[config.mk]
export PLATFORM = sky130hd
export DESIGN_NAME = alu_cmd_issuer_flat
export DESIGN_NICKNAME = d
export VERILOG_FILES = /design/src/rtl/alu_pkg.sv /design/src/rtl/alu_cmd_issuer_if.sv /design/src/rtl/alu_sat_counter.sv /design/src/rtl/alu_cmd_issuer.sv /design/src/flat_wrapper.sv
export SDC_FILE = /design/constraint.sdc
export NUM_CORES = 1
export LEC_CHECK = 0
export ABC_AREA = 0
export BUFFER_PORTS_ARGS = -buffer_cell sky130_fd_sc_hd__buf_2
export CORE_UTILIZATION = 52
export DETAILED_ROUTE_END_ITERATION = 10
export PLACE_DENSITY = 0.81
export SYNTH_ARGS = -nofsm -noshare
export SYNTH_HDL_FRONTEND = slang
export SYNTH_SLANG_ARGS = --single-unit
[constraint.sdc]
create_clock -name clk -period 2.8 [get_ports clk]
set_clock_uncertainty 0.15 [all_clocks]
set_input_delay 0.7 -clock clk [delete_from_list [all_inputs] [get_ports clk]]
set_output_delay 0.7 -clock clk [all_outputs]
set_load 0.005 [all_outputs]
[src/rtl/alu_pkg.sv]
// Types shared by the ALU and its command issuer: opcodes, response status,
// issuer FSM states and the legal-opcode check.
package alu_pkg;

  typedef enum logic [3:0] {
    ADD            = 4'd0,
    SUBTRACT       = 4'd1,
    XOR            = 4'd2,
    OR             = 4'd3,
    AND            = 4'd4,
    SHIFT_LT_LOG   = 4'd5,
    SHIFT_RT_LOG   = 4'd6,
    SHIFT_RT_AR    = 4'd7,
    IS_EQUAL       = 4'd8,
    IS_GREATER     = 4'd9,
    BARREL_SHIFTER = 4'd10,
    ROTATE_LT      = 4'd11,
    ROTATE_RT      = 4'd12,
    MULTIPLY       = 4'd13
  } op_code_t;

  typedef enum logic [1:0] {
    OK         = 2'd0,
    ILLEGAL_OP = 2'd1,
    TIMEOUT    = 2'd2
  } rsp_status_t;

  typedef enum logic [1:0] {
    IDLE    = 2'd0,
    ISSUE   = 2'd1,
    WAIT    = 2'd2,
    RESPOND = 2'd3
  } issuer_state_t;

  // Opcodes the attached ALU actually implements; anything else is refused.
  function automatic logic is_legal_op(op_code_t op);
    case (op)
      ADD, SUBTRACT, XOR, OR, AND,
      SHIFT_LT_LOG, SHIFT_RT_LOG, SHIFT_RT_AR,
      IS_EQUAL, IS_GREATER: return 1'b1;
      default:              return 1'b0;
    endcase
  endfunction

endpackage

[src/rtl/alu_cmd_issuer_if.sv]
// Command stream, ALU input/output pair and response stream of the issuer.
// master = issuer side, slave = upstream/ALU/downstream side.
interface alu_cmd_issuer_if #(
  parameter int DATA_WIDTH = 32,
  parameter int TAG_WIDTH  = 4
);
  import alu_pkg::*;

  logic                  cmd_valid;
  logic                  cmd_ready;
  op_code_t              cmd_op;
  logic [DATA_WIDTH-1:0] cmd_a;
  logic [DATA_WIDTH-1:0] cmd_b;
  logic [TAG_WIDTH-1:0]  cmd_tag;

  logic                  inputs_valid;
  op_code_t              op_code;
  logic [DATA_WIDTH-1:0] input_A;
  logic [DATA_WIDTH-1:0] input_B;
  logic [DATA_WIDTH-1:0] result;
  logic                  result_valid;

  logic                  rsp_valid;
  logic                  rsp_ready;
  logic [DATA_WIDTH-1:0] rsp_result;
  logic [TAG_WIDTH-1:0]  rsp_tag;
  rsp_status_t           rsp_status;

  modport master (
    input  cmd_valid, cmd_op, cmd_a, cmd_b, cmd_tag,
    output cmd_ready,
    output inputs_valid, op_code, input_A, input_B,
    input  result, result_valid,
    output rsp_valid, rsp_result, rsp_tag, rsp_status,
    input  rsp_ready
  );

  modport slave (
    output cmd_valid, cmd_op, cmd_a, cmd_b, cmd_tag,
    input  cmd_ready,
    input  inputs_valid, op_code, input_A, input_B,
    output result, result_valid,
    input  rsp_valid, rsp_result, rsp_tag, rsp_status,
    output rsp_ready
  );

endinterface

[src/rtl/alu_sat_counter.sv]
// Event counter that sticks at all-ones instead of wrapping.
module alu_sat_counter #(
  parameter int CNT_WIDTH = 16
) (
  input  logic                 clk,
  input  logic                 reset_n,
  input  logic                 inc,
  output logic [CNT_WIDTH-1:0] count
);

  // NOTE: sequential state uses non-blocking assignments so every flop
  // samples pre-edge values regardless of process ordering.
  always_ff @(posedge clk) begin
    if (!reset_n) begin
      count <= '0;
    end else if (inc && (count != '1)) begin
      count <= count + CNT_WIDTH'(1);
    end
  end

endmodule

[src/rtl/alu_cmd_issuer.sv]
// Issues one command at a time to the ALU, waits for its result (with timeout)
// and returns result/tag/status downstream. All outputs come straight from flops.
module alu_cmd_issuer
  import alu_pkg::*;
#(
  parameter int DATA_WIDTH     = 32,
  parameter int TAG_WIDTH      = 4,
  parameter int TIMEOUT_CYCLES = 8,   // must be >= 2
  parameter int CNT_WIDTH      = 16
) (
  input  logic                 clk,
  input  logic                 reset_n,
  alu_cmd_issuer_if.master     bus,
  output logic [CNT_WIDTH-1:0] cnt_issued,
  output logic [CNT_WIDTH-1:0] cnt_timeout,
  output logic [CNT_WIDTH-1:0] cnt_spurious
);

  localparam int TIMER_W = $clog2(TIMEOUT_CYCLES) + 1;
  // The response flop adds one cycle after the decision, so expiring at
  // TIMEOUT_CYCLES-2 puts rsp_valid exactly TIMEOUT_CYCLES after WAIT entry.
  localparam logic [TIMER_W-1:0] TIMER_LAST = TIMER_W'(TIMEOUT_CYCLES - 2);

  issuer_state_t         state_q, state_d;
  logic                  cmd_ready_q, cmd_ready_d;
  logic                  inputs_valid_q, inputs_valid_d;
  op_code_t              op_code_q, op_code_d;
  logic [DATA_WIDTH-1:0] input_a_q, input_a_d;
  logic [DATA_WIDTH-1:0] input_b_q, input_b_d;
  logic                  rsp_valid_q, rsp_valid_d;
  logic [DATA_WIDTH-1:0] rsp_result_q, rsp_result_d;
  logic [TAG_WIDTH-1:0]  rsp_tag_q, rsp_tag_d;
  rsp_status_t           rsp_status_q, rsp_status_d;
  logic [TIMER_W-1:0]    timer_q, timer_d;
  logic                  issue_inc, timeout_inc, spurious_inc;

  always_ff @(posedge clk) begin
    if (!reset_n) begin
      state_q        <= IDLE;
      cmd_ready_q    <= 1'b0;
      inputs_valid_q <= 1'b0;
      op_code_q      <= ADD;
      input_a_q      <= '0;
      input_b_q      <= '0;
      rsp_valid_q    <= 1'b0;
      rsp_result_q   <= '0;
      rsp_tag_q      <= '0;
      rsp_status_q   <= OK;
      timer_q        <= '0;
    end else begin
      state_q        <= state_d;
      cmd_ready_q    <= cmd_ready_d;
      inputs_valid_q <= inputs_valid_d;
      op_code_q      <= op_code_d;
      input_a_q      <= input_a_d;
      input_b_q      <= input_b_d;
      rsp_valid_q    <= rsp_valid_d;
      rsp_result_q   <= rsp_result_d;
      rsp_tag_q      <= rsp_tag_d;
      rsp_status_q   <= rsp_status_d;
      timer_q        <= timer_d;
    end
  end

  always_comb begin
    // NOTE: every signal written here gets a default first, so no branch
    // can leave one unassigned and infer a latch.
    state_d        = state_q;
    cmd_ready_d    = 1'b0;
    inputs_valid_d = 1'b0;
    op_code_d      = op_code_q;
    input_a_d      = input_a_q;
    input_b_d      = input_b_q;
    rsp_valid_d    = rsp_valid_q;
    rsp_result_d   = rsp_result_q;
    rsp_tag_d      = rsp_tag_q;
    rsp_status_d   = rsp_status_q;
    timer_d        = timer_q;
    issue_inc      = 1'b0;
    timeout_inc    = 1'b0;

    case (state_q)
      IDLE: begin
        if (bus.cmd_valid && cmd_ready_q) begin
          rsp_tag_d = bus.cmd_tag;
          if (is_legal_op(bus.cmd_op)) begin
            state_d        = ISSUE;
            inputs_valid_d = 1'b1;
            op_code_d      = bus.cmd_op;
            input_a_d      = bus.cmd_a;
            input_b_d      = bus.cmd_b;
          end else begin
            // Refused without touching the ALU-facing registers.
            state_d      = RESPOND;
            rsp_status_d = ILLEGAL_OP;
            rsp_result_d = '0;
          end
        end
      end
      ISSUE: begin
        state_d   = WAIT;
        timer_d   = '0;
        issue_inc = 1'b1;
      end
      WAIT: begin
        if (bus.result_valid) begin
          state_d      = RESPOND;
          rsp_status_d = OK;
          rsp_result_d = bus.result;
        end else if (timer_q == TIMER_LAST) begin
          state_d      = RESPOND;
          rsp_status_d = TIMEOUT;
          rsp_result_d = '0;
          timeout_inc  = 1'b1;
        end else begin
          timer_d = timer_q + TIMER_W'(1);
        end
      end
      RESPOND: begin
        rsp_valid_d = 1'b1;
        if (rsp_valid_q && bus.rsp_ready) begin
          rsp_valid_d = 1'b0;
          state_d     = IDLE;
        end
      end
      default: state_d = IDLE;
    endcase

    cmd_ready_d = (state_d == IDLE);
  end

  assign spurious_inc = bus.result_valid && (state_q != WAIT);

  assign bus.cmd_ready    = cmd_ready_q;
  assign bus.inputs_valid = inputs_valid_q;
  assign bus.op_code      = op_code_q;
  assign bus.input_A      = input_a_q;
  assign bus.input_B      = input_b_q;
  assign bus.rsp_valid    = rsp_valid_q;
  assign bus.rsp_result   = rsp_result_q;
  assign bus.rsp_tag      = rsp_tag_q;
  assign bus.rsp_status   = rsp_status_q;

  alu_sat_counter #(.CNT_WIDTH(CNT_WIDTH)) u_cnt_issued (
    .clk(clk), .reset_n(reset_n), .inc(issue_inc), .count(cnt_issued)
  );

  alu_sat_counter #(.CNT_WIDTH(CNT_WIDTH)) u_cnt_timeout (
    .clk(clk), .reset_n(reset_n), .inc(timeout_inc), .count(cnt_timeout)
  );

  alu_sat_counter #(.CNT_WIDTH(CNT_WIDTH)) u_cnt_spurious (
    .clk(clk), .reset_n(reset_n), .inc(spurious_inc), .count(cnt_spurious)
  );

endmodule

[src/flat_wrapper.sv]
// flat-port wrapper written by rule: the top's interface ports become plain ports
module alu_cmd_issuer_flat import alu_pkg::*;
#(
  parameter int DATA_WIDTH     = 32,
  parameter int TAG_WIDTH      = 4,
  parameter int TIMEOUT_CYCLES = 8,                  
  parameter int CNT_WIDTH      = 16
)
  (clk, reset_n, cnt_issued, cnt_timeout, cnt_spurious, bus_cmd_valid, bus_cmd_op, bus_cmd_a, bus_cmd_b, bus_cmd_tag, bus_cmd_ready, bus_inputs_valid, bus_op_code, bus_input_A, bus_input_B, bus_result, bus_result_valid, bus_rsp_valid, bus_rsp_result, bus_rsp_tag, bus_rsp_status, bus_rsp_ready);
  alu_cmd_issuer_if #(.DATA_WIDTH(DATA_WIDTH), .TAG_WIDTH(TAG_WIDTH)) bus_i ();
  input  logic clk;
  input  logic reset_n;
  output logic [CNT_WIDTH-1:0] cnt_issued;
  output logic [CNT_WIDTH-1:0] cnt_timeout;
  output logic [CNT_WIDTH-1:0] cnt_spurious;
  input wire logic [$bits(bus_i.cmd_valid)-1:0] bus_cmd_valid;
  input wire logic [$bits(bus_i.cmd_op)-1:0] bus_cmd_op;
  input wire logic [$bits(bus_i.cmd_a)-1:0] bus_cmd_a;
  input wire logic [$bits(bus_i.cmd_b)-1:0] bus_cmd_b;
  input wire logic [$bits(bus_i.cmd_tag)-1:0] bus_cmd_tag;
  output wire logic [$bits(bus_i.cmd_ready)-1:0] bus_cmd_ready;
  output wire logic [$bits(bus_i.inputs_valid)-1:0] bus_inputs_valid;
  output wire logic [$bits(bus_i.op_code)-1:0] bus_op_code;
  output wire logic [$bits(bus_i.input_A)-1:0] bus_input_A;
  output wire logic [$bits(bus_i.input_B)-1:0] bus_input_B;
  input wire logic [$bits(bus_i.result)-1:0] bus_result;
  input wire logic [$bits(bus_i.result_valid)-1:0] bus_result_valid;
  output wire logic [$bits(bus_i.rsp_valid)-1:0] bus_rsp_valid;
  output wire logic [$bits(bus_i.rsp_result)-1:0] bus_rsp_result;
  output wire logic [$bits(bus_i.rsp_tag)-1:0] bus_rsp_tag;
  output wire logic [$bits(bus_i.rsp_status)-1:0] bus_rsp_status;
  input wire logic [$bits(bus_i.rsp_ready)-1:0] bus_rsp_ready;
  assign bus_i.cmd_valid = bus_cmd_valid;
  assign bus_i.cmd_op = bus_cmd_op;
  assign bus_i.cmd_a = bus_cmd_a;
  assign bus_i.cmd_b = bus_cmd_b;
  assign bus_i.cmd_tag = bus_cmd_tag;
  assign bus_cmd_ready = bus_i.cmd_ready;
  assign bus_inputs_valid = bus_i.inputs_valid;
  assign bus_op_code = bus_i.op_code;
  assign bus_input_A = bus_i.input_A;
  assign bus_input_B = bus_i.input_B;
  assign bus_i.result = bus_result;
  assign bus_i.result_valid = bus_result_valid;
  assign bus_rsp_valid = bus_i.rsp_valid;
  assign bus_rsp_result = bus_i.rsp_result;
  assign bus_rsp_tag = bus_i.rsp_tag;
  assign bus_rsp_status = bus_i.rsp_status;
  assign bus_i.rsp_ready = bus_rsp_ready;
  alu_cmd_issuer #(.DATA_WIDTH(DATA_WIDTH), .TAG_WIDTH(TAG_WIDTH), .TIMEOUT_CYCLES(TIMEOUT_CYCLES), .CNT_WIDTH(CNT_WIDTH)) u_core (.clk(clk), .reset_n(reset_n), .bus(bus_i), .cnt_issued(cnt_issued), .cnt_timeout(cnt_timeout), .cnt_spurious(cnt_spurious));
endmodule
* After elaboration in Yosys (flattened, before gate mapping)
Memories as Yosys holds them, arrays and structs flattened.
Index checks and enable logic that the tools add are counted.
** Word-level totals
- Memories :: 1
- Memory bits (read-only) :: 16
- Latch bits :: 0
- Bits of input ports :: 109
- Output and inout bits :: 157
- Register bits after elaboration :: 163
- Logic and storage cells :: 74
- Bits in writable memories :: 0
** Cells by class
- Bitwise logic cells :: 0
- Shift-type cells :: 0
- Magnitude comparators :: 0
- Reductions and logical operators :: 15
- Multiplexer cells :: 27
- Multiply operators :: 0
- Add/sub/neg operators :: 4
- Div/mod/pow operators :: 0
- Equal/unequal tests :: 13
** Memory list
- (name not given) :: words 16, width 1, rd ports 1, clocked after memory_dff 0, write ports 0, line alu_pkg.sv:37 : case (op)
** Operator list (count)
- $mux W32 :: 4
- $pmux W32 S2 :: 1
- $add A16 B1 Y16 const B :: 3
- $ne A16 B16 Y1 const B :: 3
- $mux W2 :: 9
- $reduce_and A3 Y1 :: 3
- $mux W1 :: 8
- $mux W4 :: 2
- $ne A2 B2 Y1 const B :: 4
- $pmux W2 S4 :: 1
- $pmux W4 S2 :: 1
- $logic_and A1 B1 Y1 :: 6
- $add A4 B1 Y4 const B :: 1
- $eq A2 B2 Y1 const B :: 2
- $eq A4 B3 Y1 const B :: 1
- $logic_not A2 Y1 :: 2
- $pmux W2 S2 :: 1
- $reduce_and A4 Y1 :: 1
- $reduce_bool A2 Y1 :: 2
- $ne A3 B2 Y1 const B :: 1
- $eq A2 B1 Y1 const B :: 1
- $ne A2 B1 Y1 const B :: 1
- $reduce_and A2 Y1 :: 1

* Logic depth before layout (Yosys ltp)
Gate-level depths: netlist of the first run.
- Word-level depth :: 7
- Mapped depth :: 8
- Gate-level depth less buffers :: 6

* Hierarchy
A second synthesis of the first run with hierarchy kept.
** Unflattened totals
- Cell total of the unflattened synthesis :: 838
- Area total of the unflattened synthesis :: 7133.1 um^2
** Modules (own cells, without submodules)
- alu_cmd_issuer :: instances 1, cells an instance 547, sequential area each 2302.2 um^2, area each 4621.9 um^2
- alu_sat_counter :: instances 3, cells an instance 97, sequential area each 320.3 um^2, area each 837.1 um^2

* Worst setup path before layout of the first run
Ideal clock, no wire load.
- Kind :: input to register
- Start :: in bus_cmd_valid
- End :: reg u_core.input_a_q[0] (netlist: u_core.bus.input_A[0])
- Cell stages on the path :: 7
- Required time :: 2580 ps
- Arrival :: 1810 ps
- Setup slack :: 769 ps
- Library setup time :: 70 ps
- Cells stage by stage :: and4bb_2 -> clkbuf_1 -> nand2b_1 -> buf_2 -> buf_1 -> nand2_1 -> a21oi_1
** On the way
- Word-level cells in the longest chain between the ends :: 2
** RTL lines
- start: declaration :: line flat_wrapper.sv:16 : input wire logic [$bits(bus_i.cmd_valid)-1:0] bus_cmd_valid;
- $logic_and A1 B1 Y1 :: line alu_cmd_issuer.sv:84 : if (bus.cmd_valid && cmd_ready_q) begin
- $reduce_and A3 Y1 (no line)
- end signal: assignment :: line alu_cmd_issuer.sv:55 : input_a_q <= input_a_d;
- end: declaration :: line alu_cmd_issuer.sv:28 : logic [DATA_WIDTH-1:0] input_a_q, input_a_d;
No other way between the ends.
A chain may end at the register's enable or synchronous reset.

* Worst setup path in the final report of the first run
- Start :: reg u_core.timer_q[0]
- End :: reg u_core.u_cnt_timeout.count[3]
** On the way
- Word-level cells in the longest chain between the ends :: 5
** RTL lines
- start: declaration :: line alu_cmd_issuer.sv:34 : logic [TIMER_W-1:0] timer_q, timer_d;
- start signal: assignment :: line alu_cmd_issuer.sv:61 : timer_q <= timer_d;
- $eq A4 B3 Y1 :: line alu_cmd_issuer.sv:110 : end else if (timer_q == TIMER_LAST) begin
- $mux W1 :: line alu_cmd_issuer.sv:110
- $mux W1 :: line alu_cmd_issuer.sv:106 : if (bus.result_valid) begin
- $mux W1 :: line alu_cmd_issuer.sv:82 : case (state_q)
- $logic_and A1 B1 Y1 :: line alu_sat_counter.sv:16 : end else if (inc && (count != '1)) begin
- end signal: assignment :: line alu_sat_counter.sv:17 : count <= count + CNT_WIDTH'(1);
- end: declaration :: line alu_sat_counter.sv:8 : output logic [CNT_WIDTH-1:0] count
No other way between the ends.

==> impl_metrics.tcl, run 1 <==
set metrics [dict create \
    status "finished clean" \
    numCtsBuffers 17 \
    io_buffers 265 \
    synth-edff-count 0 \
    synth_top_flop_cell "dfxtp_1" \
    grt_use_met3_pct 7.60 \
    crit_type "flip-flop to flip-flop" \
    post-place-ws_ns 0.272 \
    cts_resized 0 \
    fin_cells 1171 \
    final.min_clock_period_ns 2.26 \
    seq_area_frac_synth_pct 50.1 \
    synth_seq_cells 163 \
    hold_viol 0 \
    clk_pin_slew_ns 0.06 \
    hold_end "u_core.bus.input_B[3]$_SDFFE_PN0P_" \
    internal_power_w 0.00400 \
    grtUsageMet1_pct 30.8 \
    first_pass_iters 5 \
    worstPathArrival_ns 2.45 \
    p_total_w 0.00521 \
    fmax_mhz 442 \
    die_h_um 114 \
    post-route-period-util_pct 80.7 \
    drt_iter0_markers 531 \
    synthArstFlopShare_pct 0 \
    drt-total-wl_mm 17.0 \
    max_stage_delay_ns 0.59 \
    multi_input_area_mm2 0.00299 \
    holdCritPathClass "flip-flop to flip-flop" \
    grt_first_pass_wirelength_mm 26.6 \
    r2r_end "u_core.u_cnt_timeout.count[3]$_SDFFE_PN0P_" \
    dp_cells 1139 \
    crit_start "u_core.timer_q[0]$_SDFFE_PN0P_" \
    slew_violations 0 \
    wl_per_cell_um 14.5 \
    fillers 980 \
    io_pins 266 \
    cp.required_ns 2.99 \
    cts_htree_levels 4 \
    power.switching_w 0.00121 \
    rows 40 \
    endpoint_kind "flip-flop" \
    route.detailed.drc 0 \
    yosys_warnings 0 \
    setup_viol 0 \
    swShare_pct 23.2 \
    hold_buffers 0 \
    regToRegStartpoint "u_core.timer_q[0]$_SDFFE_PN0P_" \
    cts_tree "built" \
    synth_nets 856 \
    p_clk_share_pct 43.1 \
    tightest_slew_ns 0.705 \
    final_layout_size_suffix_gt1_share_pct 32.3 \
    avgViaCountPerCell 5.37 \
    synth_area_mm2 0.00652 \
    busiest_layer "met2" \
    cap_violations 0 \
    clk_latency_ns 0.42 \
    drtAntennaViolNets 0 \
    dp_hpwl_mm 11.9 \
    startpoint_type "flip-flop" \
    seq_power_share_pct 47.5 \
    cts.sinks 163 \
    synth_area_per_cell_um2 8.79 \
    grt.total_usage_pct 25.9 \
    crit_path_top_delay_cell "or4_1" \
    clockBufferDepth 2 \
    initial_utilization_pct 53.8 \
    ff2ff_path_depth 6 \
    seqCellArea_mm2 0.00326 \
    synth.distinct_cells 59 \
    holdPathStages 2 \
    area_delta_synth_final_pct 31.1 \
    grt_max_degree 67 \
    rrSetupSlack_ns 0.54 \
    core-area_mm2 0.0121 \
    rsz0062_at_grt "false" \
    power.density_mw_per_mm2 610 \
    nNetsFinal 1104 \
    antenna_found_initial 1 \
    setup_ws_ns 0.540 \
    first_global_vias 5492 \
    fin_tns_setup_ns 0 \
    root_buffer "clkbuf_16" \
    die_area_mm2 0.0130 \
    gr-usage-met2_pct 42.4 \
    p_leak_nw 3.68 \
    grt_overflow 0 \
    crit_path_max_fanout 15 \
    netlist_instances 742 \
    ir_drop_mv 0.382 \
    vias 6292 \
    place_congestion 0.819 \
    min_from "u_core.bus.input_B[3]$_SDFFE_PN0P_" \
    die_w_um 114 \
    crit_chain "inv_1 -> ha_1 -> and3b_1 -> nand2_1 -> or4_1 -> a21oi_1" \
    post_cts_buffers 0 \
    combPwrFrac_pct 9.4 \
    slew_headroom_pct 52.6 \
]
-- cells by family after synthesis --
group           synth area share [%]
mux                             1.27
fa+ha+maj                      0.960
simple gates                    23.7
xor+xnor                       0.269
compound gates                  19.6
flops                           50.1
buf+inv                         4.17
-- worst max path at each step --
stage / to / depth (start not counted)
3_3_place_gp: u_core.u_cnt_timeout.count[3]$_SDFFE_PN0P_ / 5
2_1_floorplan: u_core.bus.input_A[0]$_SDFFE_PN0P_ / 7
6_report: u_core.u_cnt_timeout.count[3]$_SDFFE_PN0P_ / 6
4_1_cts: u_core.u_cnt_timeout.count[3]$_SDFFE_PN0P_ / 6
3_5_place_dp: u_core.u_cnt_timeout.count[3]$_SDFFE_PN0P_ / 5
5_1_grt: u_core.u_cnt_timeout.count[3]$_SDFFE_PN0P_ / 4
-- state kept, by name, indices dropped and copies added, names as in the netlist, 16 cells and up --
name                         count
u_core.u_cnt_timeout.count      16
u_core.bus.input_A              32
u_core.bus.input_B              32
u_core.bus.rsp_result           32
u_core.u_cnt_spurious.count     16
u_core.u_cnt_issued.count       16
-- layout by cell type (no fill, tap or decap), types with 9 or more instances in the layout --
master | netlist | layout
clkbuf_16 | 0 | 17
nor2_1 | 15 | 14
nand2_1 | 170 | 170
or3_1 | 11 | 11
buf_4 | 1 | 12
nand4_1 | 12 | 12
buf_2 | 13 | 265
or4_1 | 16 | 16
a22o_1 | 33 | 33
nand3_1 | 18 | 18
inv_1 | 10 | 10
o31ai_1 | 17 | 17
dfxtp_1 | 163 | 163
a21oi_1 | 101 | 101
nor3_1 | 9 | 9
o21ai_0 | 16 | 16
-- metrics by stage --
step | util [%] | area, µm² | hold slack (ns)
after global placement | 65.8 | 7970 | 0.289
after detailed placement | 65.8 | 7970 | 0.294
final | 70.6 | 8550 | 0.300
after CTS | 70.6 | 8550 | 0.302
after floorplan | - | 6520 | 0.303
after global routing | 70.6 | 8550 | 0.313
-- worst max-delay path, delay by kind of cell, from the launching register on --
kind | cells | cell delay [ns]
fa+ha+maj | 1 | 0.13
flops | 1 | 0.35
simple gates | 3 | 1.33
compound gates | 1 | 0.16
buf+inv | 1 | 0.07
-- cell type report --
class,instances,share of cell area (%)
well taps,168,2.46
clock buffers,22,5.55
inverters,11,0.498
multi-input cells,518,35.0
flip-flops and latches,163,38.2
clock inverters,9,1.23
diodes,1,0.0293
repair buffers,279,17.0
-- synthesized netlist by cell type, drive strengths merged (11+ instances only) --
master | n | area, µm²
a21oi | 101 | 505
a22o | 33 | 289
buf | 24 | 133
clkbuf | 26 | 97.6
dfxtp | 163 | 3260
nand2 | 170 | 638
nand3 | 18 | 90.1
nand4 | 16 | 143
nor2 | 15 | 56.3
o21ai | 16 | 80.1
o31ai | 17 | 128
or3 | 11 | 68.8
or4 | 16 | 120
-- power groups by stage --
stage               clock network [W]  registers (W)  logic, W
finish                        0.00225        0.00247  0.000493
global route                  0.00240        0.00249  0.000546
CTS                           0.00229        0.00247  0.000497
detailed placement                  0        0.00252  0.000495
global placement                    0        0.00252  0.000487
floorplan                           0        0.00252  0.000267
-- routing by layer --
layer | share of wire, % | up-vias
met5 | 0 | -
li1 | - | 3176
met2 | 47 | 256
met4 | 3.9 | 0
met3 | 7.4 | 42
met1 | 42 | 2818
Power figures use the tool's default switching activity.
==> inputs of run 2 (changes only) <==
--- a/config.mk
+++ b/config.mk
@@ -5,11 +5,11 @@
 export SDC_FILE = /design/constraint.sdc
 export NUM_CORES = 1
 export LEC_CHECK = 0
-export ABC_AREA = 0
+export ABC_AREA = 1
 export BUFFER_PORTS_ARGS = -buffer_cell sky130_fd_sc_hd__buf_2
-export CORE_UTILIZATION = 52
+export CORE_UTILIZATION = 49
 export DETAILED_ROUTE_END_ITERATION = 10
-export PLACE_DENSITY = 0.81
+export PLACE_DENSITY = 0.76
 export SYNTH_ARGS = -nofsm -noshare
 export SYNTH_HDL_FRONTEND = slang
 export SYNTH_SLANG_ARGS = --single-unit
==> constraint.sdc (replaced) <==
create_clock -name clk -period 2.2 [get_ports clk]
set_clock_uncertainty 0.15 [all_clocks]
set_input_delay 0.55 -clock clk [delete_from_list [all_inputs] [get_ports clk]]
set_output_delay 0.55 -clock clk [all_outputs]
set_load 0.005 [all_outputs]
==> impl_metrics.tcl, run 2 <==
set metrics [dict create \
    status "finished clean" \
    route.detailed.drc 0 \
    startpoint_type "flip-flop" \
    clk_latency_ns 0.41 \
    first_pass_iters 5 \
    synth-edff-count 0 \
    p_leak_nw 3.97 \
    post-route-period-util_pct 87.1 \
    yosys_warnings 0 \
    crit_top_cell "nand3_1" \
    grt_first_pass_wirelength_mm 29.9 \
    io_pins 266 \
    dp_hpwl_mm 13.0 \
    core-area_mm2 0.0135 \
    drt-total-wl_mm 18.6 \
    area_delta_synth_final_pct 30.4 \
    rows 42 \
    crit_type "flip-flop to flip-flop" \
    holdCritPathClass "input port to flip-flop" \
    cts_htree_levels 4 \
    min_from "bus_cmd_tag[3]" \
    crit_chain "ha_1 -> inv_1 -> nor2_1 -> nand3_1 -> nand2_1 -> nand3_1 -> a21oi_1" \
    root_buffer "clkbuf_16" \
    die_h_um 120 \
    synth_mux_area_share_pct 0 \
    die_area_mm2 0.0145 \
    avgViaCountPerCell 5.05 \
    numCtsBuffers 17 \
    synth_xor_area_share_pct 2.42 \
    synth_compound_gate_area_share_pct 11.9 \
    first_global_vias 6472 \
    post_cts_buffers 0 \
    grt_overflow 0 \
    place_congestion 0.844 \
    swShare_pct 27.6 \
    vias 7063 \
    cts_resized 0 \
    p_clk_share_pct 37.8 \
    cts_tree "built" \
    seq_area_frac_synth_pct 47.5 \
    synth_seq_cells 163 \
    nNetsFinal 1325 \
    grt.total_usage_pct 25.6 \
    io_buffers 265 \
    ir_drop_mv 0.648 \
    setup_viol 0 \
    synth_common_cells "nor2_1 (213), nand2_1 (189), dfxtp_1 (163), a21oi_1 (80), o21ai_0 (78)" \
    internal_power_w 0.00553 \
    slew_headroom_pct 61.4 \
    synth_top_family_by_area "simple AND/OR/NAND/NOR gates" \
    synth_area_mm2 0.00687 \
    layout_commonest_cell "buf_2" \
    hold_viol 0 \
    grt_max_degree 69 \
    final_layout_size_suffix_gt1_share_pct 26.7 \
    tightest_slew_ns 0.578 \
    ff2ff_path_depth 7 \
    synth_area_per_cell_um2 7.17 \
    combPwrFrac_pct 18.0 \
    synthTopCellsByArea "dfxtp_1 (47%), nor2_1 (12%), nand2_1 (10%), a21oi_1 (5.8%), o21ai_0 (5.7%)" \
    layout_common_cells "buf_2 (265), nor2_1 (213), nand2_1 (189)" \
    fmax_mhz 522 \
    power.switching_w 0.00211 \
    crit_path_max_fanout 12 \
    crit_start "u_core.u_cnt_timeout.count[1]$_SDFFE_PN0P_" \
    netlist_instances 959 \
    drt_iter0_markers 561 \
    fillers 1231 \
    p_total_w 0.00765 \
    yosys.area_share.adder_pct 0.910 \
    cap_violations 0 \
    synth_top_area_share_pct 47.5 \
    synth_area_leader_cell "dfxtp_1" \
    synth_top_flop_cell "dfxtp_1" \
    fin_tns_setup_ns 0 \
    synth-simple-area-share_pct 31.8 \
    worstPathArrival_ns 2.11 \
    cp.required_ns 2.40 \
    holdPathStages 3 \
    endpoint_kind "flip-flop" \
    synthArstFlopShare_pct 0 \
    drtAntennaViolNets 0 \
    final.min_clock_period_ns 1.92 \
    die_w_um 120 \
    synth.distinct_cells 31 \
    regToRegStartpoint "u_core.u_cnt_timeout.count[1]$_SDFFE_PN0P_" \
    power.density_mw_per_mm2 853 \
    clockBufferDepth 2 \
    rsz0062_at_grt "false" \
    seq_power_share_pct 44.1 \
    hold_buffers 0 \
    wl_per_cell_um 13.3 \
    crit_path_top_delay_cell "dfxtp_1" \
    synth_nets 1073 \
    slew_violations 0 \
    synth_most_common_cell "nor2_1" \
    initial_utilization_pct 51.1 \
    cts.sinks 163 \
    antenna_found_initial 1 \
    clk_pin_slew_ns 0.06 \
    max_stage_delay_ns 0.39 \
]
==> run 2: cell types whose count changed after synthesis, sizes merged, moves of 10 or more <==
cell and change:
a21oi -21, inv +31, o21ai +65, o31ai -17
or3 -11, nand3 +59, a22o -33, nand2 +22
nor2 +204, xor2 +12, or4 -16, nand2b -10
==> run 2: final timing paths <==
path                                                end  slack (ns)
min reg2reg      u_core.bus.rsp_result[28]$_SDFFE_PN0P_        0.31
min                  u_core.bus.rsp_tag[3]$_SDFFE_PN0P_        0.21
max reg2reg  u_core.u_cnt_timeout.count[7]$_SDFFE_PN0P_        0.28
max          u_core.u_cnt_timeout.count[7]$_SDFFE_PN0P_        0.28
==> run 2: per-stage QoR <==
stage,util [%],instances,cell area [µm²],hold WS [ns],setup slack [ns]
final,66.6,1400,8960,0.211,0.284
after global routing,66.6,1399,8960,0.197,0.0420
after CTS,66.6,1399,8960,0.195,0.277
after detailed placement,62.3,1368,8380,0.299,0.237
after global placement,62.3,1368,8380,0.295,0.277
after floorplan,-,959,6870,0.300,0.446
==> run 2: worst max-delay path, delay by kind of cell, from the launching register on <==
kind,cells,cell delay (ns)
simple gates,4,0.80
flops,1,0.39
fa+ha+maj,1,0.27
compound gates,1,0.17
buf+inv,1,0.06
==> run 2: power by group through the flow <==
stage	sequential [W]	clock (W)	combinational [W]
after floorplan	0.00346	0	0.000766
after global placement	0.00342	0	0.00137
after detailed placement	0.00343	0	0.00138
after CTS	0.00337	0.00294	0.00139
after global routing	0.00341	0.00306	0.00155
final	0.00337	0.00289	0.00138
==> run 2: cell type report <==
type / count / area [µm²] / share of cell area, %
flip-flops and latches: 163 / 3260 / 36.4
multi-input cells: 707 / 3230 / 36.1
repair buffers: 281 / 1510 / 16.8
clock buffers: 22 / 474 / 5.29
well taps: 176 / 220 / 2.46
inverters: 41 / 154 / 1.72
clock inverters: 9 / 105 / 1.17
diodes: 1 / 2.50 / 0.0279
==> run 2: kinds of logic after synthesis <==
group,after synthesis
buffers and inverters,89
AO/OA/AOI/OAI,163
AND/OR/NAND/NOR,520
flip-flops,163
XOR/XNOR,19
adder cells (fa/ha/maj),5
==> run 2: layer usage <==
layer  share of wire (%)  routed length [µm]  vias up  GRT usage, %
li1                    -                   -     3616             -
met5                   0                   0        -             0
met4                 3.0                 554        0          11.7
met3                 5.5                1020       40          6.51
met2                  49                9090      191          42.3
met1                  43                7960     3216          31.3
